**config.mk**
```make
export PLATFORM = sky130hd
export DESIGN_NAME = mem_access_unit
export DESIGN_NICKNAME = d
export VERILOG_FILES = /design/src/rtl/mem_access_unit.sv
export SDC_FILE = /design/constraint.sdc
export NUM_CORES = 1
export LEC_CHECK = 0
export BUFFER_PORTS_ARGS = -buffer_cell sky130_fd_sc_hd__buf_2
export CORE_MARGIN = 1.5
export CORE_UTILIZATION = 51
export CTS_CLUSTER_SIZE = 25
export DETAILED_ROUTE_END_ITERATION = 16
export GPL_ROUTABILITY_DRIVEN = 0
export PLACE_DENSITY_LB_ADDON = 0.1
export SYNTH_ARGS = -nofsm -noshare
export SYNTH_HDL_FRONTEND = slang
export SYNTH_SLANG_ARGS = --single-unit
```
**constraint.sdc**
```tcl
create_clock -name clk -period 4.1 [get_ports clk]
set_clock_uncertainty 0.1 [all_clocks]
set_input_delay 0.205 -clock clk [delete_from_list [all_inputs] [get_ports clk]]
set_output_delay 0.205 -clock clk [all_outputs]
set_load 0.02 [all_outputs]
```
**src/rtl/mem_access_unit.sv**
```systemverilog
// MEM-stage data-memory access unit: store lane steering, load alignment/extension,
// misalignment detection and a request/ready handshake that stalls the pipeline.
module mem_access_unit #(
    parameter int XLEN = 32
) (
    input  logic                clk,
    input  logic                reset,
    input  logic                MEM_memory_read,
    input  logic                MEM_memory_write,
    input  logic [2:0]          MEM_funct3,
    input  logic [XLEN-1:0]     MEM_alu_result,
    input  logic [XLEN-1:0]     MEM_read_data2,
    output logic                mem_req,
    output logic                mem_we,
    output logic [XLEN-1:0]     mem_addr,
    output logic [XLEN-1:0]     mem_wdata,
    output logic [XLEN/8-1:0]   mem_wstrb,
    input  logic                mem_ready,
    input  logic [XLEN-1:0]     mem_rdata,
    output logic [XLEN-1:0]     mem_load_data,
    output logic                mem_stall,
    output logic                misaligned_exception
);

    // state  | meaning
    // IDLE   | waiting for a load/store; first cycle of an aligned access stalls here
    // ACCESS | request outstanding, held until mem_ready
    // DONE   | response taken, stall released so EX/MEM advances
    localparam int NB = XLEN / 8;

    typedef enum logic [1:0] {
        IDLE   = 2'd0,
        ACCESS = 2'd1,
        DONE   = 2'd2
    } state_t;

    state_t state, state_next;

    logic            access;
    logic            is_store;
    logic [1:0]      offset;
    logic            is_word;
    logic            is_half;
    logic            misaligned;
    logic            aligned_access;

    logic [XLEN-1:0] st_wdata;
    logic [NB-1:0]   st_wstrb;

    logic [2:0]      funct3_r;
    logic [1:0]      offset_r;
    logic [4:0]      byte_bit_off;
    logic [7:0]      ld_byte;
    logic [15:0]     ld_half;
    logic [XLEN-1:0] ld_ext;

    assign access         = MEM_memory_read | MEM_memory_write;
    assign is_store       = MEM_memory_write;
    assign offset         = MEM_alu_result[1:0];
    assign is_word        = MEM_funct3[1];
    assign is_half        = (MEM_funct3[1:0] == 2'b01);
    assign misaligned     = (is_half & offset[0]) | (is_word & (offset != 2'b00));
    assign aligned_access = access & ~misaligned;

    always_comb begin
        st_wdata = '0;
        st_wstrb = '0;
        if (is_store) begin
            if (is_word) begin
                st_wdata = MEM_read_data2;
                st_wstrb = '1;
            end else if (is_half) begin
                st_wdata = {(XLEN/16){MEM_read_data2[15:0]}};
                st_wstrb = {{(NB-2){1'b0}}, 2'b11} << offset;
            end else begin
                st_wdata = {(XLEN/8){MEM_read_data2[7:0]}};
                st_wstrb = {{(NB-1){1'b0}}, 1'b1} << offset;
            end
        end
    end

    // Extraction uses the offset/funct3 latched at request time, not the live inputs.
    assign byte_bit_off = {offset_r, 3'b000};
    assign ld_byte      = mem_rdata[byte_bit_off +: 8];
    assign ld_half      = offset_r[1] ? mem_rdata[31:16] : mem_rdata[15:0];

    always_comb begin
        ld_ext = mem_rdata;
        if (funct3_r[1:0] == 2'b00) begin
            ld_ext = {{(XLEN-8){~funct3_r[2] & ld_byte[7]}}, ld_byte};
        end else if (funct3_r[1:0] == 2'b01) begin
            ld_ext = {{(XLEN-16){~funct3_r[2] & ld_half[15]}}, ld_half};
        end
    end

    always_ff @(posedge clk) begin
        if (reset) begin
            state <= IDLE;
        end else begin
            state <= state_next;
        end
    end

    always_comb begin
        state_next = state;
        case (state)
            IDLE:    if (aligned_access) state_next = ACCESS;
            ACCESS:  if (mem_ready)      state_next = DONE;
            DONE:    state_next = IDLE;
            default: state_next = IDLE;
        endcase
    end

    always_comb begin
        mem_req              = 1'b0;
        mem_stall            = 1'b0;
        misaligned_exception = 1'b0;
        case (state)
            IDLE: begin
                mem_stall            = aligned_access;
                misaligned_exception = access & misaligned;
            end
            ACCESS: begin
                mem_req   = 1'b1;
                mem_stall = 1'b1;
            end
            default: ;
        endcase
    end

    always_ff @(posedge clk) begin
        if (reset) begin
            mem_we        <= 1'b0;
            mem_addr      <= '0;
            mem_wdata     <= '0;
            mem_wstrb     <= '0;
            mem_load_data <= '0;
            funct3_r      <= '0;
            offset_r      <= '0;
        end else begin
            if (state == IDLE && aligned_access) begin
                mem_we    <= is_store;
                mem_addr  <= {MEM_alu_result[XLEN-1:2], 2'b00};
                mem_wdata <= st_wdata;
                mem_wstrb <= st_wstrb;
                funct3_r  <= MEM_funct3;
                offset_r  <= offset;
            end
            if (state == ACCESS && mem_ready && !mem_we) begin
                mem_load_data <= ld_ext;
            end
        end
    end

endmodule

```
==> qor.yml, run 1 <==
status: "finished clean"
critical_path.endpoint_type: "register"
seq_area_um2: 2120
grt-busiest-layer: "met2"
cap_violations: 0
report.final.setup_viol: 0
fillCellCount: 731
layout-drive-gt1-share_pct: 32.9
final_util_pct: 71.3
crit_type: "reg -> reg"
syn-cell-area_um2: 4740
yosysTopAreaCell: "dfxtp_1"
post-place-ws_ns: 1.67
final_cell_mix: "buf_2, dfxtp_1, nand2_1"
crit_slowest_cell: "dfxtp_1"
syn_area_per_cell_um2: 8.92
synth_compound_area_share_pct: 23.9
synth_area_leaders: "dfxtp_1, nand2_1, mux2i_1"
report.final.slew_viol_count: 0
clock_sinks: 106
post-route-drc-count: 0
multi_input_area_um2: 2360
cts.path.max_buffers: 2
grt_max_degree: 72
cts_root_buf: "clkbuf_8"
holdWs_ns: 0.0131
postRouteAntennaNets: 0
clk_latency_ns: 0.37
muxShareOfSynthArea_pct: 6.76
synth_seq_area_share_pct: 44.8
drt_iter0_markers: 147
synth_xor_area_share_pct: 0
wl_mm: 13.4
syn-instance-count: 531
via_per_inst: 5.56
postCtsHoldBufs: 37
tightestPinTransition_ns: 0.917
max_freq_mhz: 399
routedWlPerCell_um: 15.7
rows: 34
synthSimpleGateAreaFrac_pct: 19.1
max_stage_delay_ns: 0.93
synth_edf_count: 0
diodes: 0
start_kind: "register"
rsz0062_at_grt: "false"
rr_worst_depth: 4
crit_chain: "nor2_1 > o32ai_1 > nand2b_1 > a311oi_1"
cts-buffers-inserted: 9
die-area_um2: 9880
nNetsFinal: 846
post-cts-setup-buffers: 0
dpl.cell_count: 801
final_common_cell: "buf_2"
async_reset_ff_share_pct: 0
synth_adder_area_share_pct: 0
hold_path_class: "in -> reg"
hold_viol: 0
fp.coreArea_um2: 8850
worst_slack_ns: 1.60
start_util_pct: 53.5
grt_pass1_vias: 4498
cts_tree: "done"
synth_top_area_share_pct: 44.8
grt_pass1_wl_mm: 21.4
firstDrtPassIters: 4
portBuffers: 205
vdd_drop_max_mv: 0.191
use_met2_pct: 44.8
die_width_um: 99.4
grt-ovfl-total: 0
synth_warnings: 0
worstPathRequired_ns: 4.27
min_path_cells: 3
met1_usage_pct: 33.1
antenna_found_initial: 0
slew_headroom_pct: 38.8
fin_crit_ns: 2.50
cp_max_fo: 18
cts.clk_slew.worst_paths_ns: 0.10
fin_tns_setup_ns: 0
use_met3_pct: 7.66
fin_crit_sh_pct: 61.1
synth_top_family_by_area: "compound AO/OA/AOI/OAI gates"
cts_max_level: 3
syn2layout_area_growth_pct: 33.1
ys_ff_latch: 106
grt_usage_pct: 26.7
crit_arrival_ns: 2.68
num_vias: 4752
leakagePower_nw: 2.78
place_hpwl_mm: 9.32
instances_no_fill: 855
boundaryPins: 208
fp.dieH_um: 99.4
p_per_area_nw_per_um2: 373
synth_cell_types: 50
cts_resized: 0
synth_flop_cell: "dfxtp_1"
worst paths after layout:
kind                            from                end  slack [ns]
hold reg to reg         mem_addr[20]       mem_addr[20]        0.36
hold / removal    MEM_read_data2[17]      mem_wdata[17]        0.01
setup / recovery         offset_r[0]  mem_load_data[29]        1.60
setup reg to reg         offset_r[0]  mem_load_data[29]        1.60
per-layer routing:
metal / vias up / wire, µm
met1: 2213 / 5590
met5: - / 0
li1: 2322 / -
met2: 192 / 6580
met3: 25 / 998
met4: 0 / 281
cell families after synthesis:
family          count (synthesis)
compound gates                147
buf+inv                        53
flops                         106
mux                            32
other cells                     1
simple gates                  192
state kept, by name, summed over array words and instances (netlist names):
register       cells
funct3_r           3
mem_addr          30
mem_load_data     32
mem_wdata         32
mem_we             1
mem_wstrb          4
offset_r           2
state              2
final cells by class:
type                            count  area share, %
Multi-Input combinational cell    373           37.5
Sequential cell                   106           33.7
Timing Repair Buffer              248           22.9
Clock buffer                       11           2.24
Tap cell                          108           2.14
Clock inverter                      5           1.35
Inverter                            4          0.238
report_power, final:
group | internal (mW) | switching, mW
registers | 1.09 | 0.0443
logic | 0.196 | 0.295
clock network | 0.365 | 0.356
critical path: cells and delay by family, from the launching register on:
family / cells / cell delay [ns]
DFF: 1 / 0.93
AOI/OAI and AO/OA: 2 / 0.73
and+or+nand+nor: 2 / 0.65
synth_stat cells, drive strengths merged, types with 2 or more instances:
cell type,number
nor2b,3
or2,3
nand2b,19
clkbuf,20
mux2i,32
or3b,2
a311oi,25
dfxtp,106
o2bb2ai,10
a211oi,10
a22o,25
buf,29
a21oi,49
inv,3
nor3,7
a32oi,7
or3,3
o21ai,5
and2,3
nor2,46
nand2,91
o211ai,7
nand4b,7
through the flow:
step	cell area, µm²	power [mW]
floorplan	4740	1.46
global placement	5700	1.61
detailed placement	5700	1.62
CTS	6300	2.36
global route	6310	2.46
finish	6310	2.35
(Power assumes the default switching activity.)
==> run 2, diff against run 1 <==
--- a/config.mk
+++ b/config.mk
@@ -7,7 +7,7 @@
 export LEC_CHECK = 0
 export BUFFER_PORTS_ARGS = -buffer_cell sky130_fd_sc_hd__buf_2
 export CORE_MARGIN = 1.5
-export CORE_UTILIZATION = 51
+export CORE_UTILIZATION = 48
 export CTS_CLUSTER_SIZE = 25
 export DETAILED_ROUTE_END_ITERATION = 16
 export GPL_ROUTABILITY_DRIVEN = 0
==> constraint.sdc (replaced) <==
create_clock -name clk -period 2.38 [get_ports clk]
set_clock_uncertainty 0.1 [all_clocks]
set_input_delay 0.119 -clock clk [delete_from_list [all_inputs] [get_ports clk]]
set_output_delay 0.119 -clock clk [all_outputs]
set_load 0.02 [all_outputs]
==> run 2 against run 1 <==
- routed wire length rose by 8.8%
- worst setup slack got worse by 1.2 ns
- critical path depth did not move
- non-clock buffer count rose by 63
- core utilization barely moved
- first-iteration DRC count rose by 38%
- largest cell class unchanged
- largest power group unchanged
==> qor.yml, run 2 (synthesis results as in run 1) <==
status: "finished clean"
fin_crit_sh_pct: 84.5
report.final.setup_viol: 0
place_hpwl_mm: 9.54
tightestPinTransition_ns: 0.814
crit_path_end: "mem_load_data[5]"
fp.dieH_um: 102
hold_path_class: "in -> reg"
wl_mm: 14.6
met1_usage_pct: 33.3
worstPathRequired_ns: 2.52
cap_violations: 0
crit_type: "reg -> reg"
dpl.cell_count: 835
routedWlPerCell_um: 15.6
p_sw_mw: 1.18
grt_usage_pct: 26.9
use_met2_pct: 45.4
grt-ovfl-total: 0
crit_slowest_cell: "dfxtp_1"
layout-drive-gt1-share_pct: 31.4
use_met3_pct: 6.43
crit_arrival_ns: 2.15
via_per_inst: 5.35
pwr-share-seq_pct: 49.2
start_util_pct: 48.9
place_area_um2: 5800
fp.coreArea_um2: 9680
rr_worst_depth: 4
diodes: 0
sw_frac_of_total_pct: 29.8
fin_crit_ns: 2.01
crit_chain: "nor2b_1 > or2_2 > a211oi_1 > nor3_1"
start_kind: "register"
hold_viol: 0
drt_iter0_markers: 203
slew_headroom_pct: 45.6
cts_root_buf: "clkbuf_8"
cts_tree: "done"
largestRegisters: "mem_load_data: 32 flops, mem_wdata: 32 flops, mem_addr: 30 flops"
grt-busiest-layer: "met2"
cts-buffers-inserted: 9
r2r_start: "offset_r[1]"
comb_power_share_pct: 23.8
grt_pass1_vias: 4645
p_clk_share_pct: 27.0
max_stage_delay_ns: 0.73
grt_max_degree: 41
cts.path.max_buffers: 2
post-route-drc-count: 0
cp_max_fo: 18
num_vias: 5030
postRouteAntennaNets: 0
nNetsFinal: 909
firstDrtPassIters: 7
leakagePower_nw: 3.03
grt_pass1_wl_mm: 22.1
postLayoutCellArea_um2: 6900
final_common_cell: "buf_2"
vdd_drop_max_mv: 0.328
cts.clk_slew.worst_paths_ns: 0.09
p_per_area_nw_per_um2: 575
report.final.slew_viol_count: 0
fin_tns_setup_ns: 0
internal-power_mw: 2.79
final_cell_mix: "buf_2, dfxtp_1, dlygate4sd3_1"
portBuffers: 205
rr_endpoint: "mem_load_data[5]"
instances_no_fill: 940
cts_max_level: 3
final_util_pct: 71.2
rows: 36
fillCellCount: 764
die-area_um2: 10500
antenna_found_initial: 0
critical_path.endpoint_type: "register"
die_width_um: 102
r2r_slack_ns: 0.37
critPathLaunch: "offset_r[1]"
clk_latency_ns: 0.36
rsz0062_at_grt: "false"
boundaryPins: 208
max_freq_mhz: 497
clock_sinks: 106
syn2layout_area_growth_pct: 45.6
## run 2: timing repair
action,in CTS,in global routing
endpoints found under the hold margin,93,0
hold buffers,92,0
setup buffers,0,0
resized for setup,0,0
## run 2: stage by stage
step / total power, mW / worst slack, ns / hold WS [ns]
floorplan: 2.52 / 0.732 / 0.145
global placement: 2.79 / 0.499 / 0.260
detailed placement: 2.81 / 0.398 / 0.265
CTS: 3.99 / 0.384 / 0.00102
global route: 4.16 / 0.184 / 0.0235
finish: 3.97 / 0.369 / 0.0234
## run 2: worst min-delay path by stage
stage | startpoint | endpoint | slack (ns) | depth (start not counted)
finish | MEM_alu_result[1] | mem_wstrb[3] | 0.02 | 3
global route | mem_rdata[3] | mem_load_data[3] | 0.02 | 3
CTS | MEM_alu_result[1] | mem_wstrb[3] | 0.001 | 3
detailed placement | MEM_alu_result[4] | mem_addr[4] | 0.27 | 3
global placement | MEM_alu_result[2] | mem_addr[2] | 0.26 | 3
floorplan | MEM_read_data2[5] | mem_wdata[5] | 0.14 | 1
## run 2: critical path: cells and delay by family (launching register included)
family,cells,cell delay [ns]
AO/OA/AOI/OAI,1,0.30
flip-flops,1,0.73
AND/OR/NAND/NOR,3,0.76
## run 2: area by class of cell
| cell class | count | area [µm²] | area share [%] |
|---|---|---|---|
| clock buffers | 10 | 138 | 1.99 |
| clock inverters | 3 | 42.5 | 0.617 |
| inverters | 4 | 15.0 | 0.218 |
| flip-flops and latches | 106 | 2120 | 30.8 |
| well taps | 133 | 166 | 2.41 |
| multi-input cells | 373 | 2360 | 34.3 |
| repair buffers | 311 | 2050 | 29.7 |
## run 2: layer usage
metal  vias up  wire length [µm]
met5         -                 0
met4         0               329
met3        33              1120
met2       218              7120
met1      2340              6060
li1       2439                 -
## run 2: power groups by stage
stage | registers (mW) | clock network [mW] | logic [mW]
after global placement | 1.99 | 0 | 0.803
after CTS | 1.95 | 1.10 | 0.934
after global routing | 1.97 | 1.17 | 1.02
final | 1.95 | 1.07 | 0.943
after floorplan | 2.11 | 0 | 0.411
after detailed placement | 1.99 | 0 | 0.818
==> run 3, diff against run 2 <==
==> constraint.sdc (replaced) <==
create_clock -name clk -period 1.9 [get_ports clk]
set_clock_uncertainty 0.1 [all_clocks]
set_input_delay 0.095 -clock clk [delete_from_list [all_inputs] [get_ports clk]]
set_output_delay 0.095 -clock clk [all_outputs]
set_load 0.02 [all_outputs]
==> run 3 against run 2 <==
- core utilization rose by 2.0 points
- design area rose by 2.8%
- flip-flop and latch count unchanged
- die area is the same
- global-route usage grew 0.63 points
- critical path depth is 3 higher
- sequential power grew 26%
==> qor.yml, run 3 (synthesis results as in run 1) <==
crit_type: "in -> reg"
cap_violations: 0
num_vias: 5081
die-area_um2: 10500
report.final.setup_viol: 0
p_sw_mw: 1.58
diodes: 0
comb_power_share_pct: 23.5
crit_path_end: "mem_addr[14]"
cts_root_buf: "clkbuf_8"
nNetsFinal: 922
max_freq_mhz: 567
r2r_slack_ns: 0.16
p_per_area_nw_per_um2: 742
critPathLaunch: "MEM_alu_result[1]"
rows: 36
internal-power_mw: 3.68
clock_sinks: 106
firstDrtPassIters: 5
grt_usage_pct: 27.6
rr_worst_depth: 4
report.final.slew_viol_count: 0
fin_crit_ns: 1.76
postRouteAntennaNets: 0
cts_max_level: 3
final_cell_mix: "buf_2, dfxtp_1, dlygate4sd3_1"
crit_arrival_ns: 1.97
p_clk_share_pct: 30.0
boundaryPins: 208
via_per_inst: 5.31
hold_path_class: "in -> reg"
crit_top_cell: "nand2_1"
worstPathRequired_ns: 2.10
pwr-share-seq_pct: 46.5
rr_endpoint: "mem_load_data[17]"
fp.coreArea_um2: 9680
wl_mm: 15.3
tightestPinTransition_ns: 0.787
largestRegisters: "mem_load_data: 32 flops, mem_wdata: 32 flops, mem_addr: 30 flops"
crit_chain: "dlygate4sd3_1 > buf_2 > nand2_1 > and4_1 > buf_6 > nand2_1 > a21oi_1"
grt-ovfl-total: 0
start_util_pct: 48.9
syn2layout_area_growth_pct: 49.6
layout-drive-gt1-share_pct: 32.9
portBuffers: 205
status: "finished clean"
crit_slowest_cell: "dlygate4sd3_1"
clk_latency_ns: 0.37
cts.clk_slew.worst_paths_ns: 0.10
instances_no_fill: 956
dpl.cell_count: 845
cts_tree: "done"
max_stage_delay_ns: 0.55
post-route-drc-count: 0
drt_iter0_markers: 166
leakagePower_nw: 3.12
hold_viol: 0
routedWlPerCell_um: 16.0
final_common_cell: "buf_2"
rsz0062_at_grt: "false"
slew_headroom_pct: 47.5
fin_tns_setup_ns: 0
cts-buffers-inserted: 9
antenna_found_initial: 0
grt_pass1_wl_mm: 22.6
place_hpwl_mm: 9.43
start_kind: "input pin"
r2r_start: "state[1]"
sw_frac_of_total_pct: 30.0
critical_path.endpoint_type: "register"
fin_crit_sh_pct: 92.9
cts.path.max_buffers: 2
vdd_drop_max_mv: 0.507
fp.dieH_um: 102
holdWs_ns: 0.0124
grt_max_degree: 71
worst_slack_ns: 0.135
cp_max_fo: 33
grt_pass1_vias: 4704
die_width_um: 102
post-place-ws_ns: 0.0237
-- run 3: how the worst min path moves through the flow --
stage	endpoint	slack, ns	cells after the start	start
floorplan	mem_wdata[5]	0.12	1	MEM_read_data2[5]
global placement	mem_addr[7]	0.24	3	MEM_alu_result[7]
detailed placement	mem_addr[7]	0.24	3	MEM_alu_result[7]
CTS	funct3_r[1]	0.02	3	MEM_alu_result[0]
global route	mem_load_data[4]	0.03	3	mem_rdata[4]
finish	mem_load_data[4]	0.01	3	mem_rdata[4]
-- run 3: stage by stage --
step / util (%) / power [mW] / instance area, µm²
after floorplan: - / 3.15 / 4740
after global placement: 60.8 / 3.52 / 5890
after detailed placement: 60.8 / 3.54 / 5890
after CTS: 72.8 / 5.25 / 7050
after global routing: 73.2 / 5.49 / 7090
final: 73.2 / 5.26 / 7090
-- run 3: cell type report --
class,instances,area [µm²]
Clock inverter,6,90.1
Fill cell,774,2590
Clock buffer,10,138
Multi-Input combinational cell,374,2390
Sequential cell,106,2120
Inverter,4,15.0
Tap cell,133,166
Timing Repair Buffer,323,2160
-- run 3: power by group through the flow --
stage	Sequential, mW	Combinational (mW)	Clock [mW]
3_3_place_gp	2.48	1.04	0
4_1_cts	2.44	1.20	1.61
6_report	2.45	1.23	1.58
2_1_floorplan	2.64	0.515	0
5_1_grt	2.46	1.33	1.70
3_5_place_dp	2.49	1.05	0
-- run 3: per-layer routing --
metal	vias to the layer above	track usage, %	wire (µm)
met5	-	0	0
met3	23	5.20	957
met4	0	11.3	266
met2	195	47.7	7750
met1	2394	33.7	6300
li1	2469	-	-
-- run 3: critical path: cells and delay by family --
family,cells,cell delay (ns)
simple gates,3,0.68
compound gates,1,0.15
buf+inv,3,1.03
-- run 3: repair_timing --
| item | CTS | global route |
|---|---|---|
| endpoints found under the hold margin | 96 | 0 |
| resized for setup | 0 | 7 |
| hold buffers | 94 | 0 |
| endpoints found under the setup margin | 0 | 54 |
| buffers inserted | 0 | 0 |
